===== src/rtl/tqvp_vga_copper_pkg.sv =====
// Shared definitions for the VGA copper: register map, FSM encoding and list entry layout.
// Latency: n/a (types, constants and helpers only).
// Backpressure: n/a.
package tqvp_vga_copper_pkg;

  localparam int MAX_ENTRIES = 8;
  localparam int IDX_W       = $clog2(MAX_ENTRIES);      // entry index width
  localparam int PTR_W       = $clog2(MAX_ENTRIES + 1);  // ptr/length can reach MAX_ENTRIES

  // Copper register offsets (byte addresses on the 6-bit peripheral bus)
  localparam logic [5:0] ENTRY_BASE  = 6'h00;
  localparam logic [5:0] CTRL_ADDR   = 6'h20;
  localparam logic [5:0] STATUS_ADDR = 6'h24;

  // Entry word field positions
  localparam int ENT_Y_MSB    = 31;
  localparam int ENT_Y_LSB    = 22;
  localparam int ENT_ADDR_MSB = 21;
  localparam int ENT_ADDR_LSB = 16;
  localparam int ENT_DATA_MSB = 8;
  localparam int ENT_DATA_LSB = 0;

  // CTRL / STATUS field positions
  localparam int CTRL_EN_BIT   = 0;
  localparam int CTRL_LEN_MSB  = 7;
  localparam int CTRL_LEN_LSB  = 4;
  localparam int STAT_PTR_MSB  = 2;
  localparam int STAT_PTR_LSB  = 0;
  localparam int STAT_ST_MSB   = 4;
  localparam int STAT_ST_LSB   = 3;
  localparam int STAT_STALL    = 5;

  // TinyQV transfer-size encoding on data_write_n / data_read_n
  localparam logic [1:0] XFER_IDLE = 2'b11;
  localparam logic [1:0] XFER_32   = 2'b10;

  typedef enum logic [1:0] {
    ST_IDLE  = 2'd0,
    ST_MATCH = 2'd1,
    ST_ISSUE = 2'd2
  } cop_state_t;

  typedef struct packed {
    logic [ENT_Y_MSB-ENT_Y_LSB:0]       y;
    logic [ENT_ADDR_MSB-ENT_ADDR_LSB:0] addr;
    logic [ENT_DATA_MSB-ENT_DATA_LSB:0] data;
  } entry_t;

  // Rebuild the CPU-visible entry word; reserved bits read as zero.
  function automatic logic [31:0] pack_entry(input entry_t e);
    logic [31:0] w;
    w = '0;
    w[ENT_Y_MSB:ENT_Y_LSB]       = e.y;
    w[ENT_ADDR_MSB:ENT_ADDR_LSB] = e.addr;
    w[ENT_DATA_MSB:ENT_DATA_LSB] = e.data;
    return w;
  endfunction

  // Lengths above the list size behave as a full list.
  function automatic logic [PTR_W-1:0] clamp_len(input logic [3:0] l);
    return (l > 4'(MAX_ENTRIES)) ? PTR_W'(MAX_ENTRIES) : PTR_W'(l);
  endfunction

endpackage


===== src/rtl/tqvp_vga_copper_if.sv =====
// TinyQV peripheral bus bundle: address/data/strobes one way, read data and ready the other.
// Latency: n/a (wires only).
// Backpressure: data_ready qualifies read data; writes are fire-and-forget.
// Ports: master drives address, data_in, data_write_n, data_read_n and samples
// data_out, data_ready; slave is the mirror image.
interface tqvp_vga_copper_if;
  logic [5:0]  address;
  logic [31:0] data_in;
  logic [1:0]  data_write_n;
  logic [1:0]  data_read_n;
  logic [31:0] data_out;
  logic        data_ready;

  modport master (
    output address, data_in, data_write_n, data_read_n,
    input  data_out, data_ready
  );

  modport slave (
    input  address, data_in, data_write_n, data_read_n,
    output data_out, data_ready
  );
endinterface


===== src/rtl/vga_copper_arb.sv =====
// CPU/copper mux for the VGA register port: fixed CPU priority, copper gets leftover cycles.
// Latency: purely combinational, zero cycles.
// Backpressure: a CPU pass-through access withholds cop_grant; the copper must hold its request.
// Ports: cop_sel, cpu (slave side of CPU bus), vga (master side of VGA bus),
// cop_req/cop_addr/cop_wdata from the copper FSM, reg_rdata for copper register reads,
// cop_grant and cpu_pt_active back to the FSM.
module vga_copper_arb
  import tqvp_vga_copper_pkg::*;
(
  input  logic                     cop_sel,
  tqvp_vga_copper_if.slave         cpu,
  tqvp_vga_copper_if.master        vga,
  input  logic                     cop_req,
  input  logic [5:0]               cop_addr,
  input  logic [31:0]              cop_wdata,
  input  logic [31:0]              reg_rdata,
  output logic                     cop_grant,
  output logic                     cpu_pt_active
);

  assign cpu_pt_active = !cop_sel &&
                         ((cpu.data_write_n != XFER_IDLE) || (cpu.data_read_n != XFER_IDLE));

  // The copper only owns the port in cycles the CPU leaves unused, so the two
  // can never drive the VGA strobes together.
  assign cop_grant = cop_req && !cpu_pt_active;

  assign vga.address      = cop_grant ? cop_addr  : cpu.address;
  assign vga.data_in      = cop_grant ? cop_wdata : cpu.data_in;
  assign vga.data_write_n = cop_grant ? XFER_32   :
                            (cop_sel  ? XFER_IDLE : cpu.data_write_n);
  assign vga.data_read_n  = (cop_grant || cop_sel) ? XFER_IDLE : cpu.data_read_n;

  // Copper registers answer in the same cycle, so ready is constant when selected.
  assign cpu.data_out   = cop_sel ? reg_rdata : vga.data_out;
  assign cpu.data_ready = cop_sel ? 1'b1      : vga.data_ready;

endmodule


===== src/rtl/tqvp_vga_copper.sv =====
// VGA copper: replays a list of (y, reg, data) writes into the VGA peripheral as scanlines start.
// Latency: first write of a matching line 2 cycles after the scanline pulse, then one per 2 cycles.
// Backpressure: CPU pass-through accesses stall a pending copper write (held, stall-seen set).
// Ports: clk, rst_n (sync, active-low), cop_sel, cpu (CPU bus, slave), vga (VGA bus, master),
// vga_y / vga_new_scanline from the video timing, cop_busy while the sequencer is active.
module tqvp_vga_copper
  import tqvp_vga_copper_pkg::*;
(
  input  logic              clk,
  input  logic              rst_n,
  input  logic              cop_sel,
  tqvp_vga_copper_if.slave  cpu,
  tqvp_vga_copper_if.master vga,
  input  logic [9:0]        vga_y,
  input  logic              vga_new_scanline,
  output logic              cop_busy
);

  entry_t            entries [MAX_ENTRIES];
  cop_state_t        state;
  logic [PTR_W-1:0]  ptr;
  logic [PTR_W-1:0]  length;
  logic [9:0]        cur_y;
  logic              enable;
  logic              stall_seen;

  logic              reg_wr;
  logic              entry_wr;
  logic              ctrl_wr;
  logic              ctrl_disable;
  logic              ptr_in_range;
  entry_t            cur_entry;
  logic              cop_req;
  logic              cop_grant;
  logic              cpu_pt_active;
  logic [31:0]       reg_rdata;
  logic              unused_rsvd;

  // Only full-word writes reach copper registers; byte/half writes are dropped.
  assign reg_wr       = cop_sel && (cpu.data_write_n == XFER_32);
  assign entry_wr     = reg_wr && (cpu.address < CTRL_ADDR);
  assign ctrl_wr      = reg_wr && (cpu.address == CTRL_ADDR);
  assign ctrl_disable = ctrl_wr && !cpu.data_in[CTRL_EN_BIT];

  assign ptr_in_range = (ptr < length);
  assign cur_entry    = entries[ptr[IDX_W-1:0]];

  // Request is squashed by reset and by a disabling CTRL write in the same
  // cycle, so an abandoned issue never reaches the VGA port.
  assign cop_req  = rst_n && (state == ST_ISSUE) && !ctrl_disable;
  assign cop_busy = (state != ST_IDLE);

  assign unused_rsvd = ^cpu.data_in[15:9];

  vga_copper_arb u_arb (
    .cop_sel       (cop_sel),
    .cpu           (cpu),
    .vga           (vga),
    .cop_req       (cop_req),
    .cop_addr      (cur_entry.addr),
    .cop_wdata     ({23'b0, cur_entry.data}),
    .reg_rdata     (reg_rdata),
    .cop_grant     (cop_grant),
    .cpu_pt_active (cpu_pt_active)
  );

  // List storage: deliberately not reset, software must load it before enabling.
  always_ff @(posedge clk) begin
    if (entry_wr) begin
      entries[cpu.address[IDX_W+1:2]] <= '{
        y:    cpu.data_in[ENT_Y_MSB:ENT_Y_LSB],
        addr: cpu.data_in[ENT_ADDR_MSB:ENT_ADDR_LSB],
        data: cpu.data_in[ENT_DATA_MSB:ENT_DATA_LSB]
      };
    end
  end

  always_ff @(posedge clk) begin
    if (!rst_n) begin
      state      <= ST_IDLE;
      ptr        <= '0;
      length     <= '0;
      cur_y      <= '0;
      enable     <= 1'b0;
      stall_seen <= 1'b0;
    end else begin
      case (state)
        ST_IDLE: begin
          // Pulses are only accepted here; while busy the old line keeps running.
          if (vga_new_scanline && enable) begin
            state <= ST_MATCH;
            cur_y <= vga_y;
            if (vga_y == '0) ptr <= '0;
          end
        end
        ST_MATCH: begin
          // First non-matching entry ends the line; unsorted lists just stop early.
          state <= (ptr_in_range && (cur_entry.y == cur_y)) ? ST_ISSUE : ST_IDLE;
        end
        ST_ISSUE: begin
          if (cop_grant) begin
            if (ptr_in_range) ptr <= ptr + PTR_W'(1);
            state <= ST_MATCH;
          end else if (cpu_pt_active) begin
            stall_seen <= 1'b1;
          end
        end
        default: state <= ST_IDLE;
      endcase

      if (ctrl_wr) begin
        enable     <= cpu.data_in[CTRL_EN_BIT];
        length     <= clamp_len(cpu.data_in[CTRL_LEN_MSB:CTRL_LEN_LSB]);
        stall_seen <= 1'b0;
        // Disabling abandons any in-flight line but keeps ptr where it was.
        if (!cpu.data_in[CTRL_EN_BIT]) state <= ST_IDLE;
      end
    end
  end

  always_comb begin
    reg_rdata = '0;
    if (cpu.address < CTRL_ADDR) begin
      reg_rdata = pack_entry(entries[cpu.address[IDX_W+1:2]]);
    end else if (cpu.address == CTRL_ADDR) begin
      reg_rdata[CTRL_EN_BIT]                = enable;
      reg_rdata[CTRL_LEN_MSB:CTRL_LEN_LSB]  = length;
    end else if (cpu.address == STATUS_ADDR) begin
      reg_rdata[STAT_PTR_MSB:STAT_PTR_LSB]  = ptr[IDX_W-1:0];
      reg_rdata[STAT_ST_MSB:STAT_ST_LSB]    = state;
      reg_rdata[STAT_STALL]                 = stall_seen;
    end
  end

endmodule


===== src/flat_wrapper.sv =====
// flat-port wrapper written by rule: the top's interface ports become plain ports
module tqvp_vga_copper_flat import tqvp_vga_copper_pkg::*;
  (clk, rst_n, cop_sel, vga_y, vga_new_scanline, cop_busy, cpu_address, cpu_data_in, cpu_data_write_n, cpu_data_read_n, cpu_data_out, cpu_data_ready, vga_address, vga_data_in, vga_data_write_n, vga_data_read_n, vga_data_out, vga_data_ready);
  tqvp_vga_copper_if cpu_i ();
  tqvp_vga_copper_if vga_i ();
  input  logic clk;
  input  logic rst_n;
  input  logic cop_sel;
  input  logic [9:0] vga_y;
  input  logic vga_new_scanline;
  output logic cop_busy;
  input wire logic [$bits(cpu_i.address)-1:0] cpu_address;
  input wire logic [$bits(cpu_i.data_in)-1:0] cpu_data_in;
  input wire logic [$bits(cpu_i.data_write_n)-1:0] cpu_data_write_n;
  input wire logic [$bits(cpu_i.data_read_n)-1:0] cpu_data_read_n;
  output wire logic [$bits(cpu_i.data_out)-1:0] cpu_data_out;
  output wire logic [$bits(cpu_i.data_ready)-1:0] cpu_data_ready;
  output wire logic [$bits(vga_i.address)-1:0] vga_address;
  output wire logic [$bits(vga_i.data_in)-1:0] vga_data_in;
  output wire logic [$bits(vga_i.data_write_n)-1:0] vga_data_write_n;
  output wire logic [$bits(vga_i.data_read_n)-1:0] vga_data_read_n;
  input wire logic [$bits(vga_i.data_out)-1:0] vga_data_out;
  input wire logic [$bits(vga_i.data_ready)-1:0] vga_data_ready;
  assign cpu_i.address = cpu_address;
  assign cpu_i.data_in = cpu_data_in;
  assign cpu_i.data_write_n = cpu_data_write_n;
  assign cpu_i.data_read_n = cpu_data_read_n;
  assign cpu_data_out = cpu_i.data_out;
  assign cpu_data_ready = cpu_i.data_ready;
  assign vga_address = vga_i.address;
  assign vga_data_in = vga_i.data_in;
  assign vga_data_write_n = vga_i.data_write_n;
  assign vga_data_read_n = vga_i.data_read_n;
  assign vga_i.data_out = vga_data_out;
  assign vga_i.data_ready = vga_data_ready;
  tqvp_vga_copper u_core (.clk(clk), .rst_n(rst_n), .cop_sel(cop_sel), .cpu(cpu_i), .vga(vga_i), .vga_y(vga_y), .vga_new_scanline(vga_new_scanline), .cop_busy(cop_busy));
endmodule

===== config.mk =====
export PLATFORM = sky130hd
export DESIGN_NAME = tqvp_vga_copper_flat
export DESIGN_NICKNAME = d
export VERILOG_FILES = /design/src/rtl/tqvp_vga_copper_pkg.sv /design/src/rtl/tqvp_vga_copper_if.sv /design/src/rtl/vga_copper_arb.sv /design/src/rtl/tqvp_vga_copper.sv /design/src/flat_wrapper.sv
export SDC_FILE = /design/constraint.sdc
export NUM_CORES = 1
export LEC_CHECK = 0
export BUFFER_PORTS_ARGS = -buffer_cell sky130_fd_sc_hd__buf_4
export CORE_UTILIZATION = 30
export DETAILED_ROUTE_END_ITERATION = 8
export SLEW_MARGIN = 20
export SYNTH_ARGS = -nofsm -noshare
export SYNTH_HDL_FRONTEND = slang
export SYNTH_SLANG_ARGS = --single-unit

===== constraint.sdc =====
create_clock -name clk -period 12.2 [get_ports clk]
set_input_delay 3.05 -clock clk [delete_from_list [all_inputs] [get_ports clk]]
set_output_delay 3.05 -clock clk [all_outputs]
set_load 0.05 [all_outputs]

# After elaboration in Yosys (flattened, before gate mapping)
# Memories as Yosys holds them, arrays and structs flattened. A register that Yosys moved wholly into a read port is not among the register bits.
# Index checks and enable logic that the tools add are counted.
# word_totals
reg_bits,22
ram_bits,200
output_inout_bits,76
n_memories,1
# mem_list
memory,words,word_bits,read_ports,rd_ports_with_merged_regs,wr,line_no,source
u_core.entries,8,25,2,1,1,tqvp_vga_copper.sv:19,entry_t entries [MAX_ENTRIES];
# op_classes
addsub,1
n_lt_le_gt_ge,3
n_eq_ne,12
n_mux,30
bitwise_logic,2
reduce_logical,24
# op_table
op,count
$mux W32,2
$mux W24,1
$mux W2,10
$mux W4,5
$eq A6 B6 Y1 const B,2
$mux W6,2
$eq A10 B10 Y1,1
$logic_and A1 B1 Y1,10
$logic_not A10 Y1,1
$mux W3,3
$mux W8,1
$pmux W4 S2,1
$lt A6 B6 Y1 const B,1
$ne A2 B1 Y1 const B,3
$ne A2 B2 Y1 const B,3
$pmux W2 S3,1
$reduce_and A5 Y1,1
$add A4 B1 Y4 const B,1
$eq A2 B2 Y1 const B,2
$gt A4 B4 Y1 const B,1
$logic_not A1 Y1,4
$lt A4 B4 Y1,1
$mux W1,4
$reduce_bool A2 Y1,2
7 further kinds,9

# Logic depth before layout (Yosys ltp)
# Gate-level depths: netlist of run 1.
# logic_depth
ltp_word,11
mapped_depth,10
ltp_nobuf,7

# Cells and area by module
# Synthesis of run 1 repeated with hierarchy kept, for this count alone.
# unflattened
hier_cells,680
area_unflattened_um2,11567.3
# modules_own_cells
mod,instances,cells_per_inst,area_per_inst_um2,seq_area_each_um2
tqvp_vga_copper,1,594,10505.1,6506.2
vga_copper_arb,1,86,1062.3,0.0

# Worst setup path after synthesis of run 1
# No wires, ideal clock.
# synth_timing
path_type,input -> output
start,in cpu_address[4]
end,out vga_data_in[0]
arrival_ps,5098
required_time_ps,9150
path_slack_ps,4052
stages,6
path_cell_list,buf_6 > or4b_4 > o41ai_4 > nor3_1 > clkbuf_1 > a21oi_1
# synth_via
elab_chain_cells,7
# synth_rtl
element,line_no,source
"start, declared",flat_wrapper.sv:12,input wire logic [$bits(cpu_i.address)-1:0] cpu_address;
$eq A6 B6 Y1,tqvp_vga_copper.sv:42,assign ctrl_wr = reg_wr && (cpu.address == CTRL_ADDR);
$logic_and A1 B1 Y1,tqvp_vga_copper.sv:42,
$logic_and A1 B1 Y1,tqvp_vga_copper.sv:43,assign ctrl_disable = ctrl_wr && !cpu.data_in[CTRL_EN_BIT];
$logic_not A1 Y1,tqvp_vga_copper.sv:50,assign cop_req = rst_n && (state == ST_ISSUE) && !ctrl_disable;
$logic_and A1 B1 Y1,tqvp_vga_copper.sv:50,
$logic_and A1 B1 Y1,vga_copper_arb.sv:26,assign cop_grant = cop_req && !cpu_pt_active;
$mux W32,vga_copper_arb.sv:29,assign vga.data_in = cop_grant ? cop_wdata : cpu.data_in;
"end, declared",flat_wrapper.sv:19,output wire logic [$bits(vga_i.data_in)-1:0] vga_data_in;
# No other way between the ends.

# Final worst setup path of run 1
# layout_timing
start,in cpu_address[2]
end,out cpu_data_out[4]
# layout_via
elab_chain_cells,5
elab_cells_between_ends,8
classes_between,order compare (1); eq/ne (2); mux (4); memory (1)
# layout_rtl
element,line_no,source
branches (longest 3 deep; another with $lt A6 B6 Y1),--,
$mux W8 (*),tqvp_vga_copper.sv:123,if (cpu.address < CTRL_ADDR) begin
$mux W32 (*),vga_copper_arb.sv:35,assign cpu.data_out = cop_sel ? reg_rdata : vga.data_out;
"end, declared",flat_wrapper.sv:16,output wire logic [$bits(cpu_i.data_out)-1:0] cpu_data_out;
# Mark *: on every way between the ends.

==> parameters.txt, run 1 <==
Parameter                              Value

Place
  Port-buffer cells    164
  Placer congestion estimate    0.7754
  Half-perimeter wire length of the detailed placement result    18.85 mm

Timing
  Ratio of final minimum period to clock period    0.7050
  Setup TNS    0 ns
  # setup viols final    0
  Final hold viol count    0
  Slew HR    0.3640
  Transition at the pin with the smallest max-transition slack    0.9540 ns
  Max Clock Freq    116.3 MHz
  Count of pins over their slew limit    0
  RSZ-0062 raised after global routing    no
  Final clock skew    0.007303 ns
  Final critical path time including I/O delays and setup    8.601 ns

Critical path
  Element type at the critical path end    output port
  Cells along the critical path    buf_4 -> buf_4 -> mux4_2 -> mux2i_1 -> nor2_1 -> a221oi_1 -> a21oi_1 -> buf_4
  Flop2flop setup slack    9.60 ns
  Total buffers and inverters traversed by the critical path    3
  Cell with the most instances on the worst path    sky130_fd_sc_hd__buf_4
  Largest delay contributor family on the critical path    buffers and inverters
  Required time at the worst-slack endpoint    9.15 ns
  Crit Reg-Reg Endpoint    u_core.state[1]
  Standard cell with the maximum stage delay on the critical path    sky130_fd_sc_hd__buf_4
  Length in cells of the worst reg-to-reg path    7
  Setup Crit Path Kind    input pin to output port
  Largest incremental delay on the critical path    0.71 ns
  Data arrival, critical path    5.55 ns
  Critical path fanouts, max    44
  Startpoint types    input pin

Floorplanning
  Core ar.    0.03583 mm²
  Count of pins on the block boundary    165
  Width of the die    193.5 µm
  Initial cell density of the core    0.3069
  Std-Cell Rows    69
  Floorplan die height    193.5 µm
  Die area    0.03742 mm²

Worst hold path
  Terminating pin of the worst hold path    u_core.cur_y[1]
  Hold Path Stages    2
  Path type of the worst min-delay path    flip-flop to flip-flop
  Worst hold path startpoint    u_core.cur_y[1]

Power and ir drop
  Leak Pwr    4.568 nW
  Power density cells    130.0 mW/mm²
  Maximum resistive drop on vdd    83.45 µV
  PnR Total Power    1.756 mW

Drt
  Final Routed Wirelength    28.85 mm
  Number of nets still failing antenna checks after routing    0
  Drt wl/cell    21.76 µm
  Number of DRC violations after detailed-routing iteration 0    561
  Per-cell via count in the routed design    5.079
  Iteration count of the initial detailed-routing pass    9
  DRC violations left    17
  Overall via count from detail_route    6735

CTS
  CTS buffer count    25
  Clock-pin transition on the worst setup and hold timing paths    0.06 ns
  CTS tree    done
  Post-CTS resize count    0
  CTS Sinks    225
  Post CTS Setup Buffer Count    0
  H-Tree Level Count    1
  Clock latency on the worst-skew pair    0.52 ns
  Root buffer cell    sky130_fd_sc_hd__clkbuf_16
  Maximum root-to-sink buffer count    3
  Hold buffers post-CTS    0

Cells and area
  Total number of nets in the final design    940
  Fraction of final layout cells sized beyond drive strength 1    0.3861
  Total area of multi-input combinational cells    0.004200 mm²
  Antenna diodes    0
  Relative area change from synthesis to final layout    22.84%
  FF+latch area    0.006510 mm²
  Fillcell total    3303
  Layout Utilization    0.3770

Synthesis
  Number of synthesis warnings    0
  Share of Yosys cell area claimed by the top area cell type    0.5461
  Flops & latches, synth    225
  Library cell with the highest instance count after synthesis    sky130_fd_sc_hd__edfxtp_1
  Part of the Yosys area used for sequential elements    0.5916
  Number of flops mapped to enable cells by yosys    200
  Syn avg cell area    15.89 µm²
  Area contributors post-synth    sky130_fd_sc_hd__edfxtp_1 (55%), sky130_fd_sc_hd__mux4_2 (20%), sky130_fd_sc_hd__mux2i_1 (5.4%), sky130_fd_sc_hd__dfxtp_1 (4.6%), sky130_fd_sc_hd__nor2_1 (1.4%)
  Post-synthesis cell area    0.01100 mm²
  Net count of the mapped netlist    785
  Cell type contributing the most total cell area after synthesis    sky130_fd_sc_hd__edfxtp_1
  Post-synthesis async set-or-reset flop share    0
  Unique cell type count in the Yosys netlist    46
  Most common library cells after synthesis    sky130_fd_sc_hd__edfxtp_1 (200), sky130_fd_sc_hd__mux4_2 (97), sky130_fd_sc_hd__mux2i_1 (59)
  Most used flip-flop cell after synthesis    sky130_fd_sc_hd__edfxtp_1
  Number of instances in the synthesized netlist    692

Global route
  Initial antenna violation count    1
  Number of global-route vias before repair    6854
  Global Route Usage Sum    0.1543
  Global-route congestion overflow total    0
  Largest net degree at the start of global routing    59
  First-pass GRT wire length    43.66 mm

Flow run
  Max Cap Viol    0

Run status
  Violated checks    DRC
  Run status    complete, but fails checks
layout by cell type, fill, tap and decap left out, types with 3 or more instances in the layout:
cell type / n
sky130_fd_sc_hd__nor2_1: 36
sky130_fd_sc_hd__nor2_2: 6
sky130_fd_sc_hd__or3_1: 4
sky130_fd_sc_hd__nor2b_1: 9
sky130_fd_sc_hd__and3_1: 3
sky130_fd_sc_hd__mux2i_1: 59
sky130_fd_sc_hd__and2_1: 24
sky130_fd_sc_hd__inv_6: 4
sky130_fd_sc_hd__or2_2: 4
sky130_fd_sc_hd__nand3_1: 4
sky130_fd_sc_hd__clkbuf_1: 3
sky130_fd_sc_hd__dfxtp_2: 3
sky130_fd_sc_hd__ha_1: 4
sky130_fd_sc_hd__a21oi_1: 28
sky130_fd_sc_hd__buf_4: 179
sky130_fd_sc_hd__nor4_1: 5
sky130_fd_sc_hd__dfxtp_1: 22
sky130_fd_sc_hd__nand4_1: 3
sky130_fd_sc_hd__edfxtp_1: 200
sky130_fd_sc_hd__nand3b_1: 7
sky130_fd_sc_hd__clkinv_2: 4
sky130_fd_sc_hd__mux4_2: 97
sky130_fd_sc_hd__inv_1: 23
sky130_fd_sc_hd__clkinv_1: 4
sky130_fd_sc_hd__o22ai_1: 18
sky130_fd_sc_hd__xnor2_1: 6
sky130_fd_sc_hd__a21boi_0: 13
sky130_fd_sc_hd__nand2b_1: 4
sky130_fd_sc_hd__nor3_2: 3
sky130_fd_sc_hd__xor2_1: 5
sky130_fd_sc_hd__nand2_1: 31
sky130_fd_sc_hd__clkbuf_16: 25
cell families after synthesis:
logic type	share of synthesized area
buffers and inverters	0.02913
muxes	0.2534
AOI/OAI and AO/OA	0.04358
DFF	0.5916
xor gates and xnor gates	0.008761
and+or+nand+nor	0.06895
adders and majority gates	0.004551
state kept, by name, indices dropped and copies added (netlist names), named ones only:
signal,count
u_core.ptr,4
u_core.cur_y,10
u_core.enable,1
u_core.length,4
u_core.entries,200
u_core.stall_seen,1
u_core.state,2
power by group:
part           total [mW]  internal [mW]  switching [mW]
combinational       0.187         0.0698           0.117
clock               0.725          0.421           0.304
sequential          0.844          0.842         0.00198
total                1.76           1.33           0.423
metal layers:
layer	vias up	global-route usage	part of all wire
met1	3395	0.2122	0.44
met4	0	0.03170	0.014
li1	3059	-	-
met3	30	0.01900	0.059
met5	-	0	0
met2	251	0.2622	0.49
worst max path at each step:
stage | from | to | slack, ns | cells past startpoint
final | cpu_address[2] | cpu_data_out[4] | 3.60 | 8
after global routing | cpu_address[2] | vga_data_in[8] | 3.39 | 8
after CTS | cpu_address[2] | cpu_data_out[4] | 3.56 | 8
after detailed placement | cpu_address[2] | cpu_data_out[6] | 3.57 | 8
after global placement | cpu_address[2] | cpu_data_out[6] | 3.59 | 8
after floorplan | cpu_address[4] | vga_data_in[0] | 4.05 | 6
layout make-up:
| type | count | share of cell area |
|---|---|---|
| multi-input cells | 393 | 0.3109 |
| clock inverters | 17 | 0.01139 |
| repair buffers | 179 | 0.09948 |
| inverters | 23 | 0.006391 |
| flip-flops and latches | 225 | 0.4819 |
| clock buffers | 28 | 0.04715 |
| well taps | 461 | 0.04270 |
stage by stage:
| step | hold slack, ns | area (µm²) | std cells | worst slack, ns |
|---|---|---|---|---|
| 6_report | 0.4745 | 13510 | 1326 | 3.599 |
| 2_1_floorplan | 0.4542 | 11000 | 692 | 4.052 |
| 5_1_grt | 0.5071 | 13510 | 1326 | 3.390 |
| 3_3_place_gp | 0.4650 | 12720 | 1281 | 3.595 |
| 3_5_place_dp | 0.4714 | 12720 | 1281 | 3.574 |
| 4_1_cts | 0.4797 | 13510 | 1326 | 3.557 |
tightest hold or removal path: cells and delay by family, from the launching register on:
family	cells	cell delay, ns
DFF	1	0.31
AOI/OAI and AO/OA	1	0.06
and+or+nand+nor	1	0.05
Power figures use the tool's default switching activity.
==> run 2, diff against run 1 <==
clock period = 6.96 ns   (was 12.2 ns; I/O delays follow)
==> parameters.txt, run 2 (same netlist as run 1, synthesis figures left out) <==
Parameter                              Value

CTS
  H-Tree Level Count    1 (unchanged)
  Root buffer cell    sky130_fd_sc_hd__clkbuf_16
  Post-CTS resize count    0 (unchanged)
  CTS tree    done
  Clock-pin transition on the worst setup and hold timing paths    0.06 ns (about the same)
  Clock latency on the worst-skew pair    0.52 ns (about the same)
  Hold buffers post-CTS    0 (unchanged)
  CTS buffer count    24 (-4.0%)
  Post CTS Setup Buffer Count    0 (unchanged)
  Maximum root-to-sink buffer count    3 (unchanged)
  CTS Sinks    225 (unchanged)

Place
  Post-detailed-placement cell area    0.01275 mm² (+0.24%)
  Port-buffer cells    164 (unchanged)
  Placer congestion estimate    0.7805 (+0.66%)
  Half-perimeter wire length of the detailed placement result    19.37 mm (+2.7%)
  Post-Place Worst Slack    1.055 ns (-2.519 ns)
  Number of cells after detailed placement    1285 (+0.31%)

Floorplanning
  Core ar.    0.03583 mm² (unchanged)
  Floorplan die height    193.5 µm (unchanged)
  Die area    0.03742 mm² (unchanged)
  Width of the die    193.5 µm (unchanged)
  Count of pins on the block boundary    165 (unchanged)
  Std-Cell Rows    69 (unchanged)
  Initial cell density of the core    0.3069 (unchanged)

Worst hold path
  Path type of the worst min-delay path    flip-flop to flip-flop
  Hold Path Stages    2 (unchanged)
  Terminating pin of the worst hold path    u_core.cur_y[3]
  Worst hold path startpoint    u_core.cur_y[3]

Drt
  Iteration count of the initial detailed-routing pass    9 (unchanged)
  Number of nets still failing antenna checks after routing    0 (unchanged)
  DRC violations left    17 (unchanged)
  Overall via count from detail_route    6751 (+0.24%)
  Final Routed Wirelength    29.73 mm (+3.0%)
  Number of DRC violations after detailed-routing iteration 0    516 (-8.0%)
  Per-cell via count in the routed design    5.091 (+0.24%)
  Drt wl/cell    22.42 µm (+3.0%)

Timing
  Max Clock Freq    170.2 MHz
  Worst setup margin    1.085 ns (-2.514 ns)
  Final critical path time including I/O delays and setup    5.875 ns
  Transition at the pin with the smallest max-transition slack    0.9801 ns (+0.02611 ns)
  Ratio of final minimum period to clock period    0.8442
  Count of pins over their slew limit    0 (unchanged)
  Final Hold Slack    0.4818 ns (+0.007362 ns)
  Slew HR    0.3466 (-0.01741)
  Setup TNS    0 ns (unchanged)
  Final clock skew    0.007296 ns (-0.000007000 ns)
  # setup viols final    0 (unchanged)
  RSZ-0062 raised after global routing    no
  Final hold viol count    0 (unchanged)

Power and ir drop
  Leak Pwr    4.547 nW (-0.47%)
  PnR Total Power    2.958 mW (+68%)
  Maximum resistive drop on vdd    130.0 µV (+56%)
  Power density cells    220.0 mW/mm² (+69%)

Cells and area
  Most used cells in the layout excluding fill and tap cells    sky130_fd_sc_hd__edfxtp_1 (200), sky130_fd_sc_hd__buf_4 (183), sky130_fd_sc_hd__mux4_2 (97)
  Fraction of final layout cells sized beyond drive strength 1    0.3827 (-0.003468)
  Antenna diodes    0 (unchanged)
  Max FFs per register    200 (unchanged)
  Total number of nets in the final design    943 (+0.32%)
  Relative area change from synthesis to final layout    22.24%
  Commonest non-fill, non-tap cell in the layout    sky130_fd_sc_hd__edfxtp_1
  Layout Utilization    0.3752 (-0.001816)
  Fin area    0.01344 mm² (-0.48%)
  Post-route non-filler standard cell count    1326 (unchanged)

Run status
  Violated checks    DRC
  Run status    complete, but fails checks

Flow run
  Max Cap Viol    0 (unchanged)

Global route
  Number of global-route vias before repair    6840 (-0.20%)
  Initial antenna violation count    1 (unchanged)
  Global Route Usage Sum    0.1578 (+0.003500)
  Largest net degree at the start of global routing    50 (-15%)
  Global-route congestion overflow total    0 (unchanged)
  First-pass GRT wire length    44.02 mm (+0.84%)

Critical path
  Length in cells of the worst reg-to-reg path    7 (unchanged)
  Critical path fanouts, max    44 (unchanged)
  Crit Reg-Reg Endpoint    u_core.state[1]
  Required time at the worst-slack endpoint    5.22 ns (-3.93 ns)
  Startpoint types    input pin
  Data arrival, critical path    4.14 ns (-1.41 ns)
  Element type at the critical path end    output port
  Flop2flop setup slack    4.24 ns (-5.36 ns)
  Setup Crit Path Kind    input pin to output port
==> run 2: cell type report <==
type | instances | area (µm²)
Tap cell | 461 | 576.8
Multi-Input combinational cell | 393 | 4200
Timing Repair Buffer | 183 | 1374
Clock inverter | 13 | 58.81
Clock buffer | 28 | 636.9
Fill cell | 3302 | 22390
Inverter | 23 | 86.33
Sequential cell | 225 | 6510
==> run 2: how the worst max path moves through the flow <==
stage                         from             end  cells after the start  slack [ns]
floorplan           cpu_address[4]  vga_data_in[0]                      6        1.43
global placement    cpu_address[2]  vga_address[5]                      8        1.12
detailed placement  cpu_address[2]  vga_address[5]                      8        1.05
CTS                 cpu_address[2]  vga_address[5]                      8        1.05
global route        cpu_address[2]  vga_address[5]                      8        0.83
finish              cpu_address[2]  vga_address[5]                      8        1.08
==> run 2: power breakdown <==
group | switching, mW | internal [mW] | leakage, nW
logic | 0.208 | 0.123 | 2.20
clock network | 0.500 | 0.647 | 0.342
registers | 0.00341 | 1.48 | 2.00
==> run 2: worst max-delay path: stages <==
cell and delay, ns:
sky130_fd_sc_hd__buf_4 0.65, sky130_fd_sc_hd__buf_4 0.44, sky130_fd_sc_hd__o41ai_4 0.15, sky130_fd_sc_hd__nor3_2 0.12, sky130_fd_sc_hd__buf_4 0.34, sky130_fd_sc_hd__nor2_1 0.07
sky130_fd_sc_hd__a21oi_1 0.33, sky130_fd_sc_hd__buf_4 0.27
==> run 2: per-layer routing <==
| metal | part of all wire | GRT usage |
|---|---|---|
| met2 | 0.49 | 0.2636 |
| met5 | 0 | 0 |
| met4 | 0.021 | 0.04356 |
| met3 | 0.052 | 0.02755 |
| met1 | 0.44 | 0.2113 |
